`src/rtl/i2s_frame_sched_pkg.sv`:
```
// Shared types and frame-timing constants for the I2S frame scheduler.
// Latency: n/a (declarations only).
// Backpressure: n/a.
package i2s_frame_sched_pkg;

  // Which source is driving the current wch1/wch2 pair.
  typedef enum logic [1:0] {
    SRC_NONE = 2'd0,
    SRC_A    = 2'd1,
    SRC_B    = 2'd2,
    SRC_MIX  = 2'd3
  } src_t;

  localparam int         FRAME_MCLKS = 256;   // mclk cycles per stereo frame
  localparam int         SCLK_DIV    = 4;     // mclk cycles per sclk period
  localparam int         CNT_W       = 8;     // frame position counter width
  localparam logic [7:0] CAP_IDX     = 8'd255; // frame position where rx pair is published

  // Frame position at which the fetched pair becomes visible on wch1/wch2.
  function automatic logic [7:0] fetch_idx(input int prefetch);
    return 8'(FRAME_MCLKS - prefetch);
  endfunction

endpackage

```
`src/rtl/i2s_frame_sched_if.sv`:
```
// Sample-path bundle between the audio sources, the scheduler and the I2S2 driver.
// Latency: n/a (wires only).
// Backpressure: ready is an accept pulse from the scheduler; sources never stall it.
//   master: source/driver side (drives valids, samples, rch; sees readies, wch, rx)
//   slave : scheduler side
interface i2s_frame_sched_if #(
  parameter int N = 24
);
  logic         a_valid;
  logic         a_ready;
  logic [N-1:0] a_left;
  logic [N-1:0] a_right;

  logic         b_valid;
  logic         b_ready;
  logic [N-1:0] b_left;
  logic [N-1:0] b_right;

  logic [N-1:0] wch1;
  logic [N-1:0] wch2;
  logic [N-1:0] rch1;
  logic [N-1:0] rch2;

  logic [N-1:0] rx_left;
  logic [N-1:0] rx_right;
  logic         rx_valid;

  modport master (
    output a_valid, a_left, a_right,
    output b_valid, b_left, b_right,
    output rch1, rch2,
    input  a_ready, b_ready,
    input  wch1, wch2,
    input  rx_left, rx_right, rx_valid
  );

  modport slave (
    input  a_valid, a_left, a_right,
    input  b_valid, b_left, b_right,
    input  rch1, rch2,
    output a_ready, b_ready,
    output wch1, wch2,
    output rx_left, rx_right, rx_valid
  );
endinterface

```
`src/rtl/i2s_frame_sched_clk_gen.sv`:
```
// Frame position counter with registered sclk (mclk/4) and lrclk (mclk/256).
// Latency: sclk/lrclk registered from the next counter value, so they track cnt exactly.
// Backpressure: none; en low parks the counter at 0 with both clocks low.
//   Ports: mclk, rst (sync, active-high), i_en; o_cnt frame position,
//   o_sclk/o_lrclk, o_fetch_stb/o_cap_stb one-cycle decision strobes.
module i2s_frame_sched_clk_gen
  import i2s_frame_sched_pkg::*;
#(
  parameter int PREFETCH = 16
) (
  input  logic             mclk,
  input  logic             rst,
  input  logic             i_en,
  output logic [CNT_W-1:0] o_cnt,
  output logic             o_sclk,
  output logic             o_lrclk,
  output logic             o_fetch_stb,
  output logic             o_cap_stb
);

  // Strobes fire one cycle early so the scheduler's registered results
  // are visible exactly while cnt sits on the fetch / capture position.
  localparam logic [CNT_W-1:0] FETCH_PRE = fetch_idx(PREFETCH) - 8'd1;
  localparam logic [CNT_W-1:0] CAP_PRE   = CAP_IDX - 8'd1;

  logic [CNT_W-1:0] r_cnt;
  logic             r_sclk;
  logic             r_lrclk;
  logic [CNT_W-1:0] w_cnt_nxt;

  // Natural 8-bit wrap gives the 255 -> 0 frame boundary.
  assign w_cnt_nxt = i_en ? r_cnt + 8'd1 : '0;

  always_ff @(posedge mclk) begin
    if (rst) begin
      r_cnt   <= '0;
      r_sclk  <= 1'b0;
      r_lrclk <= 1'b0;
    end else begin
      r_cnt   <= w_cnt_nxt;
      r_sclk  <= w_cnt_nxt[1];
      r_lrclk <= w_cnt_nxt[7];
    end
  end

  assign o_cnt       = r_cnt;
  assign o_sclk      = r_sclk;
  assign o_lrclk     = r_lrclk;
  assign o_fetch_stb = i_en && (r_cnt == FETCH_PRE);
  assign o_cap_stb   = i_en && (r_cnt == CAP_PRE);

endmodule

```
`src/rtl/i2s_frame_sched.sv`:
```
// Per-frame scheduler: picks source A or B (or mixes them when MIX_SAT_EN is
// defined) onto the driver write channels and republishes the driver read pair.
// Latency: ready, wch and active_src are registered and appear while cnt == 256-PREFETCH;
//   rx pair and rx_valid appear while cnt == 255. Backpressure: none; sources get a
//   one-cycle accept pulse and are never waited on, an absent source counts as underrun.
//   Ports: mclk, rst (sync, active-high), i_en run enable, o_sclk/o_lrclk, o_frame_cnt,
//   o_active_src, o_underrun_cnt (saturating), io_bus (i2s_frame_sched_if.slave).
//   Optional macro: MIX_SAT_EN (both valid -> saturating per-channel sum, SRC_MIX).
module i2s_frame_sched
  import i2s_frame_sched_pkg::*;
#(
  parameter int N            = 24,
  parameter int STARVE_LIMIT = 4,
  parameter int PREFETCH     = 16,
  parameter int UCNT_W       = 16
) (
  input  logic              mclk,
  input  logic              rst,
  input  logic              i_en,
  output logic              o_sclk,
  output logic              o_lrclk,
  output logic [CNT_W-1:0]  o_frame_cnt,
  output src_t              o_active_src,
  output logic [UCNT_W-1:0] o_underrun_cnt,
  i2s_frame_sched_if.slave  io_bus
);

  logic w_fetch_stb;
  logic w_cap_stb;

  i2s_frame_sched_clk_gen #(
    .PREFETCH (PREFETCH)
  ) u_clk_gen (
    .mclk        (mclk),
    .rst         (rst),
    .i_en        (i_en),
    .o_cnt       (o_frame_cnt),
    .o_sclk      (o_sclk),
    .o_lrclk     (o_lrclk),
    .o_fetch_stb (w_fetch_stb),
    .o_cap_stb   (w_cap_stb)
  );

  logic              r_a_ready;
  logic              r_b_ready;
  logic [N-1:0]      r_wch1;
  logic [N-1:0]      r_wch2;
  logic [N-1:0]      r_rx_left;
  logic [N-1:0]      r_rx_right;
  logic              r_rx_valid;
  src_t              r_src;
  logic [UCNT_W-1:0] r_ucnt;
  logic              r_first;   // suppresses the first capture after reset / en rise
  src_t              w_grant;

`ifdef MIX_SAT_EN
  // Signed add with clamp to the N-bit two's-complement range.
  function automatic logic [N-1:0] sat_add(input logic [N-1:0] x, input logic [N-1:0] y);
    logic [N:0] s;
    s = {x[N-1], x} + {y[N-1], y};
    if (s[N] != s[N-1])
      return s[N] ? {1'b1, {(N-1){1'b0}}} : {1'b0, {(N-1){1'b1}}};
    return s[N-1:0];
  endfunction

  logic [N-1:0] w_mix_left;
  logic [N-1:0] w_mix_right;
  assign w_mix_left  = sat_add(io_bus.a_left,  io_bus.b_left);
  assign w_mix_right = sat_add(io_bus.a_right, io_bus.b_right);

  always_comb begin
    w_grant = SRC_NONE;
    if (io_bus.a_valid && io_bus.b_valid) w_grant = SRC_MIX;
    else if (io_bus.a_valid)              w_grant = SRC_A;
    else if (io_bus.b_valid)              w_grant = SRC_B;
  end
`else
  localparam int ST_W = $clog2(STARVE_LIMIT + 1);

  // Consecutive fetches at which B was valid but lost to A.
  logic [ST_W-1:0] r_starve;
  logic            w_starved;
  assign w_starved = (r_starve == ST_W'(STARVE_LIMIT));

  always_comb begin
    w_grant = SRC_NONE;
    if (io_bus.a_valid && !(io_bus.b_valid && w_starved)) w_grant = SRC_A;
    else if (io_bus.b_valid)                              w_grant = SRC_B;
  end

  always_ff @(posedge mclk) begin
    if (rst) begin
      r_starve <= '0;
    end else if (w_fetch_stb) begin
      if (w_grant == SRC_A && io_bus.b_valid)
        r_starve <= w_starved ? r_starve : r_starve + ST_W'(1);
      else
        r_starve <= '0;
    end
  end
`endif

  always_ff @(posedge mclk) begin
    if (rst) begin
      r_a_ready  <= 1'b0;
      r_b_ready  <= 1'b0;
      r_wch1     <= '0;
      r_wch2     <= '0;
      r_rx_left  <= '0;
      r_rx_right <= '0;
      r_rx_valid <= 1'b0;
      r_src      <= SRC_NONE;
      r_ucnt     <= '0;
      r_first    <= 1'b1;
    end else begin
      r_a_ready  <= 1'b0;
      r_b_ready  <= 1'b0;
      r_rx_valid <= 1'b0;

      if (!i_en) r_first <= 1'b1;

      if (w_fetch_stb) begin
        r_src <= w_grant;
        case (w_grant)
          SRC_A: begin
            r_a_ready <= 1'b1;
            r_wch1    <= io_bus.a_left;
            r_wch2    <= io_bus.a_right;
          end
          SRC_B: begin
            r_b_ready <= 1'b1;
            r_wch1    <= io_bus.b_left;
            r_wch2    <= io_bus.b_right;
          end
`ifdef MIX_SAT_EN
          SRC_MIX: begin
            r_a_ready <= 1'b1;
            r_b_ready <= 1'b1;
            r_wch1    <= w_mix_left;
            r_wch2    <= w_mix_right;
          end
`endif
          default: begin
            // Underrun: play silence rather than repeating stale samples.
            r_wch1 <= '0;
            r_wch2 <= '0;
            if (r_ucnt != '1) r_ucnt <= r_ucnt + UCNT_W'(1);
          end
        endcase
      end

      if (w_cap_stb) begin
        if (r_first) begin
          // Driver has not completed a full frame yet; its read pair is junk.
          r_first <= 1'b0;
        end else begin
          r_rx_left  <= io_bus.rch1;
          r_rx_right <= io_bus.rch2;
          r_rx_valid <= 1'b1;
        end
      end
    end
  end

  assign io_bus.a_ready   = r_a_ready;
  assign io_bus.b_ready   = r_b_ready;
  assign io_bus.wch1      = r_wch1;
  assign io_bus.wch2      = r_wch2;
  assign io_bus.rx_left   = r_rx_left;
  assign io_bus.rx_right  = r_rx_right;
  assign io_bus.rx_valid  = r_rx_valid;
  assign o_active_src     = r_src;
  assign o_underrun_cnt   = r_ucnt;

endmodule

```
`src/flat_wrapper.sv`:
```
// flat-port wrapper written by rule: the top's interface ports become plain ports
module i2s_frame_sched_flat import i2s_frame_sched_pkg::*;
#(
  parameter int N            = 24,
  parameter int STARVE_LIMIT = 4,
  parameter int PREFETCH     = 16,
  parameter int UCNT_W       = 16
)
  (mclk, rst, i_en, o_sclk, o_lrclk, o_frame_cnt, o_active_src, o_underrun_cnt, io_bus_a_valid, io_bus_a_left, io_bus_a_right, io_bus_b_valid, io_bus_b_left, io_bus_b_right, io_bus_rch1, io_bus_rch2, io_bus_a_ready, io_bus_b_ready, io_bus_wch1, io_bus_wch2, io_bus_rx_left, io_bus_rx_right, io_bus_rx_valid);
  i2s_frame_sched_if #(.N(N)) io_bus_i ();
  input  logic mclk;
  input  logic rst;
  input  logic i_en;
  output logic o_sclk;
  output logic o_lrclk;
  output logic [CNT_W-1:0] o_frame_cnt;
  output src_t o_active_src;
  output logic [UCNT_W-1:0] o_underrun_cnt;
  input wire logic [$bits(io_bus_i.a_valid)-1:0] io_bus_a_valid;
  input wire logic [$bits(io_bus_i.a_left)-1:0] io_bus_a_left;
  input wire logic [$bits(io_bus_i.a_right)-1:0] io_bus_a_right;
  input wire logic [$bits(io_bus_i.b_valid)-1:0] io_bus_b_valid;
  input wire logic [$bits(io_bus_i.b_left)-1:0] io_bus_b_left;
  input wire logic [$bits(io_bus_i.b_right)-1:0] io_bus_b_right;
  input wire logic [$bits(io_bus_i.rch1)-1:0] io_bus_rch1;
  input wire logic [$bits(io_bus_i.rch2)-1:0] io_bus_rch2;
  output wire logic [$bits(io_bus_i.a_ready)-1:0] io_bus_a_ready;
  output wire logic [$bits(io_bus_i.b_ready)-1:0] io_bus_b_ready;
  output wire logic [$bits(io_bus_i.wch1)-1:0] io_bus_wch1;
  output wire logic [$bits(io_bus_i.wch2)-1:0] io_bus_wch2;
  output wire logic [$bits(io_bus_i.rx_left)-1:0] io_bus_rx_left;
  output wire logic [$bits(io_bus_i.rx_right)-1:0] io_bus_rx_right;
  output wire logic [$bits(io_bus_i.rx_valid)-1:0] io_bus_rx_valid;
  assign io_bus_i.a_valid = io_bus_a_valid;
  assign io_bus_i.a_left = io_bus_a_left;
  assign io_bus_i.a_right = io_bus_a_right;
  assign io_bus_i.b_valid = io_bus_b_valid;
  assign io_bus_i.b_left = io_bus_b_left;
  assign io_bus_i.b_right = io_bus_b_right;
  assign io_bus_i.rch1 = io_bus_rch1;
  assign io_bus_i.rch2 = io_bus_rch2;
  assign io_bus_a_ready = io_bus_i.a_ready;
  assign io_bus_b_ready = io_bus_i.b_ready;
  assign io_bus_wch1 = io_bus_i.wch1;
  assign io_bus_wch2 = io_bus_i.wch2;
  assign io_bus_rx_left = io_bus_i.rx_left;
  assign io_bus_rx_right = io_bus_i.rx_right;
  assign io_bus_rx_valid = io_bus_i.rx_valid;
  i2s_frame_sched #(.N(N), .STARVE_LIMIT(STARVE_LIMIT), .PREFETCH(PREFETCH), .UCNT_W(UCNT_W)) u_core (.mclk(mclk), .rst(rst), .i_en(i_en), .o_sclk(o_sclk), .o_lrclk(o_lrclk), .o_frame_cnt(o_frame_cnt), .o_active_src(o_active_src), .o_underrun_cnt(o_underrun_cnt), .io_bus(io_bus_i));
endmodule
```
`config.mk`:
```
export PLATFORM = sky130hd
export DESIGN_NAME = i2s_frame_sched_flat
export DESIGN_NICKNAME = d
export VERILOG_FILES = /design/src/rtl/i2s_frame_sched_pkg.sv /design/src/rtl/i2s_frame_sched_if.sv /design/src/rtl/i2s_frame_sched_clk_gen.sv /design/src/rtl/i2s_frame_sched.sv /design/src/flat_wrapper.sv
export SDC_FILE = /design/constraint.sdc
export NUM_CORES = 1
export LEC_CHECK = 0
export BUFFER_PORTS_ARGS = -buffer_cell sky130_fd_sc_hd__buf_2
export CORE_MARGIN = 2
export CORE_UTILIZATION = 46
export CTS_CLUSTER_DIAMETER = 120
export DETAILED_ROUTE_END_ITERATION = 8
export PLACE_DENSITY_LB_ADDON = 0.25
export SLEW_MARGIN = 20
export SYNTH_ARGS = -nofsm -noshare
export SYNTH_HDL_FRONTEND = slang
export SYNTH_SLANG_ARGS = --single-unit
```
`constraint.sdc`:
```
create_clock -name mclk -period 2.8 [get_ports mclk]
set_input_delay 0.84 -clock mclk [delete_from_list [all_inputs] [get_ports mclk]]
set_output_delay 0.84 -clock mclk [all_outputs]
set_load 0.03 [all_outputs]
```
# Word-level counts from Yosys, hierarchy flattened
# Cells that the tools add are included.
[totals] regBits=131 in_bits=149 out_inout_bits=127 word_cells=56
[classes] bitwise=5 reduce_logical=13 n_addsub=3 n_eq_ne=7 muxes=13
[ops] op="$pmux W24 S2" count=2
[ops] op="$add A16 B1 Y16 const B" count=1
[ops] op="$eq A8 B8 Y1 const B" count=2
[ops] op="$ne A16 B16 Y1 const B" count=1
[ops] op="$add A8 B1 Y8 const B" count=1
[ops] op="$mux W8" count=1
[ops] op="$reduce_or A2 Y1" count=4
[ops] op="$mux W1" count=6
[ops] op="$mux W3" count=2
[ops] op="$logic_and A1 B1 Y1" count=5
[ops] op="$not A1 Y1" count=5
[ops] op="$mux W2" count=2
[ops] op="$reduce_and A2 Y1" count=2
[ops] op="$add A3 B1 Y3 const B" count=1
[ops] op="$eq A3 B3 Y1 const B" count=1
[ops] op="$reduce_and A3 Y1" count=1
[ops] op="$eq A2 B1 Y1 const B" count=1
[ops] op="$eq A2 B2 Y1 const B" count=1
[ops] op="$ne A2 B2 Y1 const B" count=1
[ops] op="$logic_not A1 Y1" count=1

# Depth between registers and ports, before layout
# Gate-level depths: netlist of the first run.
[depth] ltp_word=9 ltp_mapped=9 mapped_depth_nobuf=7

# By module
# From an unflattened synthesis of the first run, not the netlist that was laid out.
[unflattened] cells_unflattened=773 area_unflattened_um2=5868.1
[by_module_without_submodules] module="i2s_frame_sched" cells_each=730 instances=1 seq_area_each_um2=2422.3 area_per_inst_um2=5502.8
[by_module_without_submodules] module="i2s_frame_sched_clk_gen" cells_each=43 instances=1 seq_area_each_um2=160.2 area_per_inst_um2=365.4

# Worst setup path before layout of the first run
# No wires, ideal clock.
[synth_path] path_type="input to register" start="input io_bus_b_valid" end="register u_core.r_ucnt[14], in the netlist u_core.o_underrun_cnt[14]" required_time_ns=2.679 stages=6 setup_slack_ns=0.379 n_path_buf=1 setup_ns=0.121 t_arrival_ns=2.301 cell_sequence="buf_6 > or2_4 > nor4_4 > nand3_1 > nor2_1 > mux2_2"
[synth_via] elab_chain_len=8 word_cells_on_any_way=10 cone_classes="2 x eq/ne; 2 x mux; 1 x bitwise; 5 x reduce/logical"
[synth_rtl] item="start: declaration" line="flat_wrapper.sv:22" text="input wire logic [$bits(io_bus_i.b_valid)-1:0] io_bus_b_valid;"
[synth_rtl] item="$logic_and A1 B1 Y1" line="i2s_frame_sched.sv:87" text="if (io_bus.a_valid && !(io_bus.b_valid && w_starved)) w_grant = SRC_A;"
[synth_rtl] item="$logic_not A1 Y1" line="i2s_frame_sched.sv:87"
[synth_rtl] item="$logic_and A1 B1 Y1" line="i2s_frame_sched.sv:87"
[synth_rtl] item="$mux W2 (*)" line="i2s_frame_sched.sv:87"
[synth_rtl] item="$eq A2 B2 Y1 / $eq A2 B1 Y1 (equally long branches)" line="i2s_frame_sched.sv:124" text="case (w_grant)"
[synth_rtl] item="$reduce_or A2 Y1 (no source line) (*)"
[synth_rtl] item="$not A1 Y1 (no source line) (*)"
[synth_rtl] item="$reduce_and A3 Y1 (no source line) (*)"
[synth_rtl] item="end signal: assignment" line="i2s_frame_sched.sv:147" text="if (r_ucnt != '1) r_ucnt <= r_ucnt + UCNT_W'(1);"
[synth_rtl] item="end: declaration" line="i2s_frame_sched.sv:52" text="logic [UCNT_W-1:0] r_ucnt;"
# Every way passes the cells marked *; elsewhere a longest branch is shown, timed or not.
# A chain may end at the register's enable or synchronous reset.

# Worst setup path after layout of the first run
[layout_path] start="register u_core.u_clk_gen.r_cnt[0], in the netlist u_core.u_clk_gen.o_cnt[0]" end="register u_core.r_wch2[1], in the netlist u_core.io_bus.wch2[1]"
[layout_via] elab_chain_len=2
[layout_rtl] item="start: declaration" line="i2s_frame_sched_clk_gen.sv:26" text="logic [CNT_W-1:0] r_cnt;"
[layout_rtl] item="start signal: assignment" line="i2s_frame_sched_clk_gen.sv:40" text="r_cnt <= w_cnt_nxt;"
[layout_rtl] item="$eq A8 B8 Y1" line="i2s_frame_sched_clk_gen.sv:49" text="assign o_fetch_stb = i_en && (r_cnt == FETCH_PRE);"
[layout_rtl] item="$logic_and A1 B1 Y1" line="i2s_frame_sched_clk_gen.sv:49"
[layout_rtl] item="end signal: assignment" line="i2s_frame_sched.sv:128" text="r_wch2 <= io_bus.a_right;"
[layout_rtl] item="end signal: assignment" line="i2s_frame_sched.sv:133" text="r_wch2 <= io_bus.b_right;"
[layout_rtl] item="end: declaration" line="i2s_frame_sched.sv:47" text="logic [N-1:0] r_wch2;"
# Every way passes these cells.

==> out/metrics.yaml, run 1 <==
status: "finished, final reports clean"
ctsResizeCount: 0
dieArea_sq_um: 12700
rsz0062_at_grt: "false"
first_iter_violations: 490
final_cells: 1113
layout.nets: 1111
clock-root-buffer: "clkbuf_16"
antennaDiodeCount: 0
pwr-share-seq: 0.458
cp-end-kind: "register"
htreeDepth: 4
synth_area_leaders: "dfxtp_1 47%, nand2_1 14%, a21oi_1 9.7%"
relSlewSlack: 0.520
clkLatencyLatePin_ns: 0.40
clock_path_buffers: 2
cp.arrival_ns: 2.79
hold_viol: 0
p_total_mw: 4.02
yosysTopAreaCell: "dfxtp_1"
die_h_um: 113
cts_hold_buf: 0
boundaryPins: 276
rows: 39
track_usage: 0.241
synth_nets: 859
maxCapViolations: 0
area_growth_pct: 36.3
ys_async_sr_fraction: 0
cts_tree: "done"
place.gp.congestion: 0.806
grt_max_degree: 67
grt-ovfl-total: 0
drive_gt1_frac: 0.334
ys_types: 35
placed_area_sq_um: 6880
seq_area_frac_synth: 0.474
num_vias: 5701
combPwrFrac: 0.056
crit_buf_inv: 1
ys_ff_latch: 129
leakage_nw: 3.37
core_sq_um: 11500
min_period_ns: 2.47
cp_top_family: "simple AND/OR/NAND/NOR gates"
clkSinkCount: 129
avgRoutedWirePerCell_um: 14.0
worstPathRequired_ns: 3.13
powerDensity_nw_per_um2: 542
cts.reportedPaths.clkPinSlew_ns: 0.05
drtPass1Iterations: 5
rr_startpoint: "u_core.u_clk_gen.o_cnt[0]$_SDFF_PP0_"
start_kind: "register"
grt_pass1_vias: 5268
crit_path_start: "u_core.u_clk_gen.o_cnt[0]$_SDFF_PP0_"
syn_area_per_cell_sq_um: 7.72
ir_worst_vdd_v: 0.000510
post-route-cell-area_sq_um: 7420
viasPerCell: 5.12
cts_made_buffers: 17
synth-main-ff-cell: "dfxtp_1"
start_util: 0.475
fmax_mhz: 405
cp_max_fo: 48
synth-warning-count: 0
cts_setup_buffers: 0
switching_power_mw: 0.891
synth_top_area_share: 0.474
path_class: "reg2reg"
drc_errors: 0
hold_start: "u_core.io_bus.wch1[5]$_SDFFE_PP0P_"
fp.dieW_um: 113
period_share: 0.881
hold_path_class: "reg2reg"
worstMarginPinSlew_ns: 0.720
antenna_found_initial: 0
path_cells: "ha_1 -> nand3_1 -> or3_2 -> nand2b_2 -> buf_4 -> a21o_1 -> a21oi_1"
wirelength_mm: 15.5
clock_skew_ns: 0.00736
p_int_mw: 3.13
switching_share: 0.222
setup_viol: 0
worst_path_max_delay_cell: "or3_2"
critPathMaxStageDelay_ns: 0.64
synth_enable_flop_cells: 0
maxSlewViolCount: 0
clkPwrFrac: 0.487
dpl.cell_count: 1081
synth_area_sq_um: 5440
grt_first_pass_wirelength_mm: 25.0
dp_hpwl_mm: 10.8
detail-route-antenna-nets: 0
synthCells: 705
setup_tns_ns: 0
port-buffer-count: 275
state kept, by name, summed over array words and instances (netlist names):
name                      flops
u_core.io_bus.a_ready         1
u_core.io_bus.b_ready         1
u_core.io_bus.rx_left        24
u_core.io_bus.rx_right       24
u_core.io_bus.rx_valid        1
u_core.io_bus.wch1           24
u_core.io_bus.wch2           24
u_core.o_active_src           2
u_core.o_underrun_cnt        16
u_core.r_first                1
u_core.r_starve               3
u_core.u_clk_gen.o_cnt        7
u_core.u_clk_gen.o_lrclk      1
worst paths after layout:
check / to / slack, ns / depth (start not counted)
setup reg to reg: u_core.io_bus.wch2[1]$_SDFFE_PP0P_ / 0.33 / 7
setup / recovery: u_core.io_bus.wch2[1]$_SDFFE_PP0P_ / 0.33 / 7
hold reg to reg: u_core.io_bus.wch1[5]$_SDFFE_PP0P_ / 0.45 / 2
hold / removal: u_core.io_bus.wch1[5]$_SDFFE_PP0P_ / 0.45 / 2
Yosys cell counts, drive strengths merged (2+ instances only):
library cell and instances:
nand2b 3, or4 3, inv 7, o211ai 3
and3 9, nand2 205, nor3 3, and2 3
nand4 2, a21oi 105, clkbuf 45, nor2b 4
a21o 48, dfxtp 129, buf 9, xnor2 2
ha 5, xor2 11, or3 7, nor2 23
nand3 60, o21ai 9, o2111ai 2
layer usage:
| metal | GRT usage | share of wire | vias to the layer above |
|---|---|---|---|
| met1 | 0.297 | 0.41 | 2586 |
| met2 | 0.394 | 0.49 | 232 |
| li1 | - | - | 2859 |
| met4 | 0.0854 | 0.019 | 0 |
| met5 | 0 | 0 | - |
| met3 | 0.0798 | 0.082 | 24 |
metrics by stage:
stage | setup WS, ns | util | hold WS, ns
floorplan | 0.379 | - | 0.449
global placement | 0.282 | 0.600 | 0.439
detailed placement | 0.224 | 0.600 | 0.443
CTS | 0.352 | 0.647 | 0.450
global route | 0.160 | 0.647 | 0.465
finish | 0.334 | 0.647 | 0.448
cells by family (layout without fill, tap and decap cells):
logic type      after synthesis  in the layout  share of synthesized area
fa+ha+maj                     5              5                     0.0115
buf+inv                      61            326                     0.0462
flops                       129            129                      0.474
simple gates                326            326                      0.260
compound gates              169            169                      0.183
xor+xnor                     13             13                     0.0209
mux                           2              2                    0.00391
placed cells by master (no fill, tap or decap), types with 11 or more instances in the layout:
| cell type | n |
|---|---|
| nor2_1 | 23 |
| clkbuf_16 | 17 |
| a21o_1 | 48 |
| xor2_1 | 11 |
| nand3_1 | 60 |
| dfxtp_1 | 129 |
| a21oi_1 | 105 |
| nand2_1 | 205 |
| buf_2 | 274 |
| buf_4 | 12 |
worst min-delay path: stages, from the launching register on:
cell and delay [ns]:
dfxtp_1 0.30, nand2_1 0.05, a21oi_1 0.05
cell type report:
| type | instances | area (sq um) |
|---|---|---|
| Multi-Input combinational cell | 515 | 2610 |
| Fill cell | 1064 | 4050 |
| Tap cell | 143 | 179 |
| Inverter | 7 | 26.3 |
| Sequential cell | 129 | 2580 |
| Clock buffer | 22 | 474 |
| Clock inverter | 10 | 61.3 |
| Timing Repair Buffer | 287 | 1480 |
power groups by stage:
stage	combinational (mW)	clock [mW]	sequential [mW]
floorplan	0.0913	0	1.88
global placement	0.223	0	1.88
detailed placement	0.223	0	1.88
CTS	0.224	2.00	1.84
global route	0.248	2.09	1.84
finish	0.224	1.96	1.84
No activity file was read; power rests on OpenSTA's default activity.
==> run 2: changes to the inputs <==
==> constraint.sdc (replaced) <==
create_clock -name mclk -period 2.8 [get_ports mclk]
set_input_delay 0.56 -clock mclk [delete_from_list [all_inputs] [get_ports mclk]]
set_output_delay 0.56 -clock mclk [all_outputs]
set_load 0.03 [all_outputs]
==> out/metrics.yaml, run 2 (same netlist as run 1, synthesis figures left out) <==
grt-ovfl-total: 0  # unchanged
grt_pass1_vias: 5343  # +1.4%
cts.reportedPaths.clkPinSlew_ns: 0.06  # about the same
port-buffer-count: 275  # unchanged
clkLatencyLatePin_ns: 0.42  # +0.02 ns
antenna_found_initial: 0  # unchanged
maxSlewViolCount: 0  # unchanged
reg2reg_depth: 7  # unchanged
clock_path_buffers: 2  # unchanged
worstMarginPinSlew_ns: 0.807  # +0.0869 ns
worstPathRequired_ns: 3.13  # about the same
antennaDiodeCount: 0  # unchanged
cp.arrival_ns: 2.74  # -0.05 ns
worstHoldPathCells: 3  # +1
rr_startpoint: "u_core.u_clk_gen.o_cnt[0]$_SDFF_PP0_"
cts_hold_buf: 0  # unchanged
r2r-end: "u_core.io_bus.wch1[18]$_SDFFE_PP0P_"
path_class: "reg2reg"
cts_setup_buffers: 0  # unchanged
ctsResizeCount: 0  # unchanged
first_iter_violations: 457  # -6.7%
status: "finished, final reports clean"
htreeDepth: 4  # unchanged
leakage_nw: 3.40  # +0.93%
hold_path_class: "in2reg"
start_kind: "register"
place.gp.congestion: 0.853  # +5.8%
drive_gt1_frac: 0.334  # +0.000345
clkSinkCount: 129  # unchanged
wirelength_mm: 15.7  # +1.0%
dp_hpwl_mm: 10.9  # +0.68%
final_common_cell: "buf_2"
detail-route-antenna-nets: 0  # unchanged
drtPass1Iterations: 4  # -1
cts_made_buffers: 17  # unchanged
setup_viol: 0  # unchanged
track_usage: 0.249  # +0.00857
min_period_ns: 2.41  # -0.0533 ns
rows: 39  # unchanged
fp.dieW_um: 113  # unchanged
grt_first_pass_wirelength_mm: 25.4  # +1.8%
utilization: 0.655  # +0.00851
core_sq_um: 11500  # unchanged
min_to: "u_core.io_bus.rx_right[8]$_SDFFE_PP0P_"
boundaryPins: 276  # unchanged
num_vias: 5696  # -0.088%
avgRoutedWirePerCell_um: 14.1  # +1.1%
setup_tns_ns: 0  # unchanged
cp_max_fo: 33  # -31%
grt_max_degree: 77  # +15%
drc_errors: 0  # unchanged
die_h_um: 113  # unchanged
hold_viol: 0  # unchanged
area_growth_pct: 38.1
holdWs_ns: 0.378  # -0.0705 ns
relSlewSlack: 0.462  # -0.0579
layout.nets: 1110  # -0.090%
rsz0062_at_grt: "false"
final_cell_mix: "274 x buf_2, 205 x nand2_1, 129 x dfxtp_1, 105 x a21oi_1, 60 x nand3_1"
cts_tree: "done"
dieArea_sq_um: 12700  # unchanged
dp_slack_ns: 0.427  # +0.203 ns
clock_skew_ns: 0.0117  # +0.00435 ns
hold_start: "io_bus_rch2[8]"
viasPerCell: 5.12  # about the same
powerDensity_nw_per_um2: 582  # +7.4%
period_share: 0.862  # -0.0190
layout_setup_ws_ns: 0.387  # +0.0533 ns
clock-root-buffer: "clkbuf_16"
start_util: 0.475  # unchanged
ir_worst_vdd_v: 0.000490  # -3.9%
maxCapViolations: 0  # unchanged
cp-end-kind: "register"
fmax_mhz: 414  # +2.2%
rrSetupSlack_ns: 0.39  # +0.05 ns
## run 2: report_power, final
| part | internal, mW | total, mW | switching [mW] |
|---|---|---|---|
| sequential | 1.84 | 1.84 | 0.00202 |
| combinational | 0.102 | 0.223 | 0.121 |
| clock | 1.51 | 2.31 | 0.803 |
| total | 3.45 | 4.38 | 0.927 |
## run 2: final cells by class
class	instances	area, sq um
clock buffers	19	443
clock inverters	13	185
fillers	1045	3950
inverters	7	26.3
multi-input cells	515	2610
flip-flops and latches	129	2580
well taps	143	179
repair buffers	286	1490
## run 2: stage by stage
step / power [mW] / std cells / area, sq um
after floorplan: 1.97 / 705 / 5440
after global placement: 2.10 / 1080 / 6890
after detailed placement: 2.10 / 1080 / 6890
after CTS: 4.43 / 1112 / 7510
after global routing: 4.53 / 1112 / 7510
final: 4.38 / 1112 / 7510
## run 2: critical path: stages (launching register included)
cell and delay (ns):
dfxtp_1 0.41, ha_1 0.25, nand3_1 0.19, or3_2 0.54
nand2b_2 0.37, buf_12 0.26, a21o_1 0.17, a21oi_1 0.14
## run 2: layer usage
layer | routed length, um | global-route usage | part of all wire | vias to the layer above
met2 | 7690 | 0.413 | 0.49 | 229
met3 | 1360 | 0.0857 | 0.086 | 26
li1 | - | - | - | 2864
met1 | 6300 | 0.293 | 0.40 | 2577
met4 | 335 | 0.111 | 0.021 | 0
met5 | 0 | 0 | 0 | -
## run 2: worst max-delay path by stage
stage | from | to | slack (ns)
after floorplan | u_core.u_clk_gen.o_cnt[1]$_SDFF_PP0_ | u_core.io_bus.wch2[10]$_SDFFE_PP0P_ | 0.49
after global placement | u_core.u_clk_gen.o_cnt[1]$_SDFF_PP0_ | u_core.r_starve[2]$_SDFFE_PP0P_ | 0.49
after detailed placement | u_core.u_clk_gen.o_cnt[0]$_SDFF_PP0_ | u_core.io_bus.wch2[21]$_SDFFE_PP0P_ | 0.43
after CTS | u_core.u_clk_gen.o_cnt[0]$_SDFF_PP0_ | u_core.io_bus.wch1[18]$_SDFFE_PP0P_ | 0.38
after global routing | u_core.u_clk_gen.o_cnt[0]$_SDFF_PP0_ | u_core.io_bus.wch1[18]$_SDFFE_PP0P_ | 0.23
final | u_core.u_clk_gen.o_cnt[0]$_SDFF_PP0_ | u_core.io_bus.wch1[18]$_SDFFE_PP0P_ | 0.39
==> run 3: changes to the inputs <==
GPL_TIMING_DRIVEN = 0   (was unset)
==> out/metrics.yaml, run 3 (same netlist as run 1, synthesis figures left out) <==
status: "finished, final reports clean"
wirelength_mm: 16.7  # +6.5%
setup_tns_ns: 0  # unchanged
core_sq_um: 11500  # unchanged
antennaDiodeCount: 0  # unchanged
boundaryPins: 276  # unchanged
rows: 39  # unchanged
start_util: 0.475  # unchanged
antenna_found_initial: 0  # unchanged
drtPass1Iterations: 4  # unchanged
hold_path_class: "in2reg"
critPathMostFrequentCell: "buf_2"
final_common_cell: "buf_2"
powerDensity_nw_per_um2: 577  # -0.94%
cp_max_fo: 10  # -70%
period_share: 0.879  # +0.0175
rsz0062_at_grt: "false"
min_to: "u_core.io_bus.rx_right[19]$_SDFFE_PP0P_"
grt-ovfl-total: 0  # unchanged
top_usage_layer: "met2"
cts.reportedPaths.clkPinSlew_ns: 0.05  # about the same
dp_hpwl_mm: 12.6  # +16%
r2r-end: "u_core.io_bus.wch2[14]$_SDFFE_PP0P_"
num_vias: 5856  # +2.8%
worst_path_max_delay_cell: "dfxtp_1"
rrSetupSlack_ns: 0.34  # -0.05 ns
port-buffer-count: 274  # -0.36%
cts_setup_buffers: 0  # unchanged
relSlewSlack: 0.601  # +0.139
gr-usage-met1: 0.300  # +0.00664
rr_startpoint: "u_core.u_clk_gen.o_cnt[1]$_SDFF_PP0_"
cts_hold_buf: 0  # unchanged
avgRoutedWirePerCell_um: 14.5  # +2.6%
cts_tree: "done"
place.gp.congestion: 0.832  # -2.4%
fp.dieW_um: 113  # unchanged
grt_use_met3: 0.0793  # -0.00643
fmax_mhz: 406  # -2.0%
worstHoldPathCells: 3  # unchanged
utilization: 0.664  # +0.00884
hold_viol: 0  # unchanged
leakage_nw: 3.42  # +0.70%
ctsResizeCount: 0  # unchanged
maxCapViolations: 0  # unchanged
final_cell_mix: "280 x buf_2, 205 x nand2_1, 129 x dfxtp_1, 105 x a21oi_1, 60 x nand3_1"
track_usage: 0.263  # +0.0141
clock_skew_ns: 0.00739  # -0.00432 ns
min_period_ns: 2.46  # +0.0491 ns
layout.nets: 1152  # +3.8%
clock_path_buffers: 2  # unchanged
htreeDepth: 4  # unchanged
hold_start: "io_bus_rch2[19]"
first_iter_violations: 345  # -25%
path_cells: "ha_1 -> nand3_1 -> or3_1 -> clkbuf_1 -> nand2b_1 -> buf_2 -> buf_2 -> a21o_1 -> a21oi_1"
area_growth_pct: 39.9
critPathMaxStageDelay_ns: 0.44  # -0.10 ns
drive_gt1_frac: 0.313  # -0.0218
die_h_um: 113  # unchanged
cts_made_buffers: 17  # unchanged
clock-root-buffer: "clkbuf_16"
detail-route-antenna-nets: 0  # unchanged
drc_errors: 0  # unchanged
grt_first_pass_wirelength_mm: 26.9  # +5.7%
grtUsageMet2: 0.463  # +0.0507
grt_pass1_vias: 5601  # +4.8%
dieArea_sq_um: 12700  # unchanged
viasPerCell: 5.07  # -0.93%
ir_worst_vdd_v: 0.000429  # -13%
maxSlewViolCount: 0  # unchanged
worstPathRequired_ns: 3.13  # about the same
path_class: "reg2reg"
worstMarginPinSlew_ns: 0.598  # -0.208 ns
nFillCells: 1041  # -0.38%
reg2reg_depth: 9  # +2
cp-end-kind: "register"
grt_max_degree: 17  # -78%
cp.arrival_ns: 2.80  # +0.06 ns
setup_viol: 0  # unchanged
clkSinkCount: 129  # unchanged
holdWs_ns: 0.379  # +0.000824 ns
placed_area_sq_um: 6990  # +1.5%
clkLatencyLatePin_ns: 0.41  # about the same
post-route-cell-area_sq_um: 7620  # +1.3%
start_kind: "register"
## run 3: worst max-delay path, delay by kind of cell (launching register included)
family                     cells  cell delay [ns]
and+or+nand+nor                3             0.82
buffers and inverters          3             0.59
DFF                            1             0.44
AOI/OAI and AO/OA              2             0.30
adders and majority gates      1             0.24
## run 3: routing by layer
layer  part of all wire  routed length [um]  vias to the layer above
met5                  0                   0                        -
met4              0.020                 329                        0
met3              0.077                1290                       26
met2               0.50                8440                      216
met1               0.40                6650                     2662
li1                   -                   -                     2952
## run 3: layout make-up
class	instances	area [sq um]	share of cell area
flip-flops and latches	129	2580	0.339
clock buffers	23	468	0.0614
repair buffers	274	1370	0.180
multi-input cells	515	2610	0.343
inverters	7	26.3	0.00345
clock inverters	9	155	0.0204
plain buffers	54	225	0.0296
well taps	143	179	0.0235
## run 3: where the power goes
part           internal [mW]  switching, mW  total, mW
combinational          0.104          0.131      0.235
sequential              1.84        0.00222       1.84
clock                   1.53          0.785       2.32
## run 3: through the flow
stage,setup slack [ns],power [mW],instances
2_1_floorplan,0.491,1.97,705
3_3_place_gp,0.412,2.11,1122
3_5_place_dp,0.394,2.11,1122
4_1_cts,0.361,4.42,1154
5_1_grt,0.140,4.53,1154
6_report,0.338,4.39,1154
## run 3: worst max-delay path by stage
stage	start	endpoint	slack, ns	cells after the start
after floorplan	u_core.u_clk_gen.o_cnt[1]$_SDFF_PP0_	u_core.io_bus.wch2[10]$_SDFFE_PP0P_	0.49	9
after global placement	u_core.u_clk_gen.o_cnt[1]$_SDFF_PP0_	u_core.io_bus.wch2[14]$_SDFFE_PP0P_	0.41	9
after detailed placement	u_core.u_clk_gen.o_cnt[1]$_SDFF_PP0_	u_core.io_bus.wch2[14]$_SDFFE_PP0P_	0.39	9
after CTS	u_core.u_clk_gen.o_cnt[1]$_SDFF_PP0_	u_core.io_bus.wch2[14]$_SDFFE_PP0P_	0.36	9
after global routing	u_core.u_clk_gen.o_cnt[1]$_SDFF_PP0_	u_core.io_bus.wch1[22]$_SDFFE_PP0P_	0.14	8
final	u_core.u_clk_gen.o_cnt[1]$_SDFF_PP0_	u_core.io_bus.wch2[14]$_SDFFE_PP0P_	0.34	9
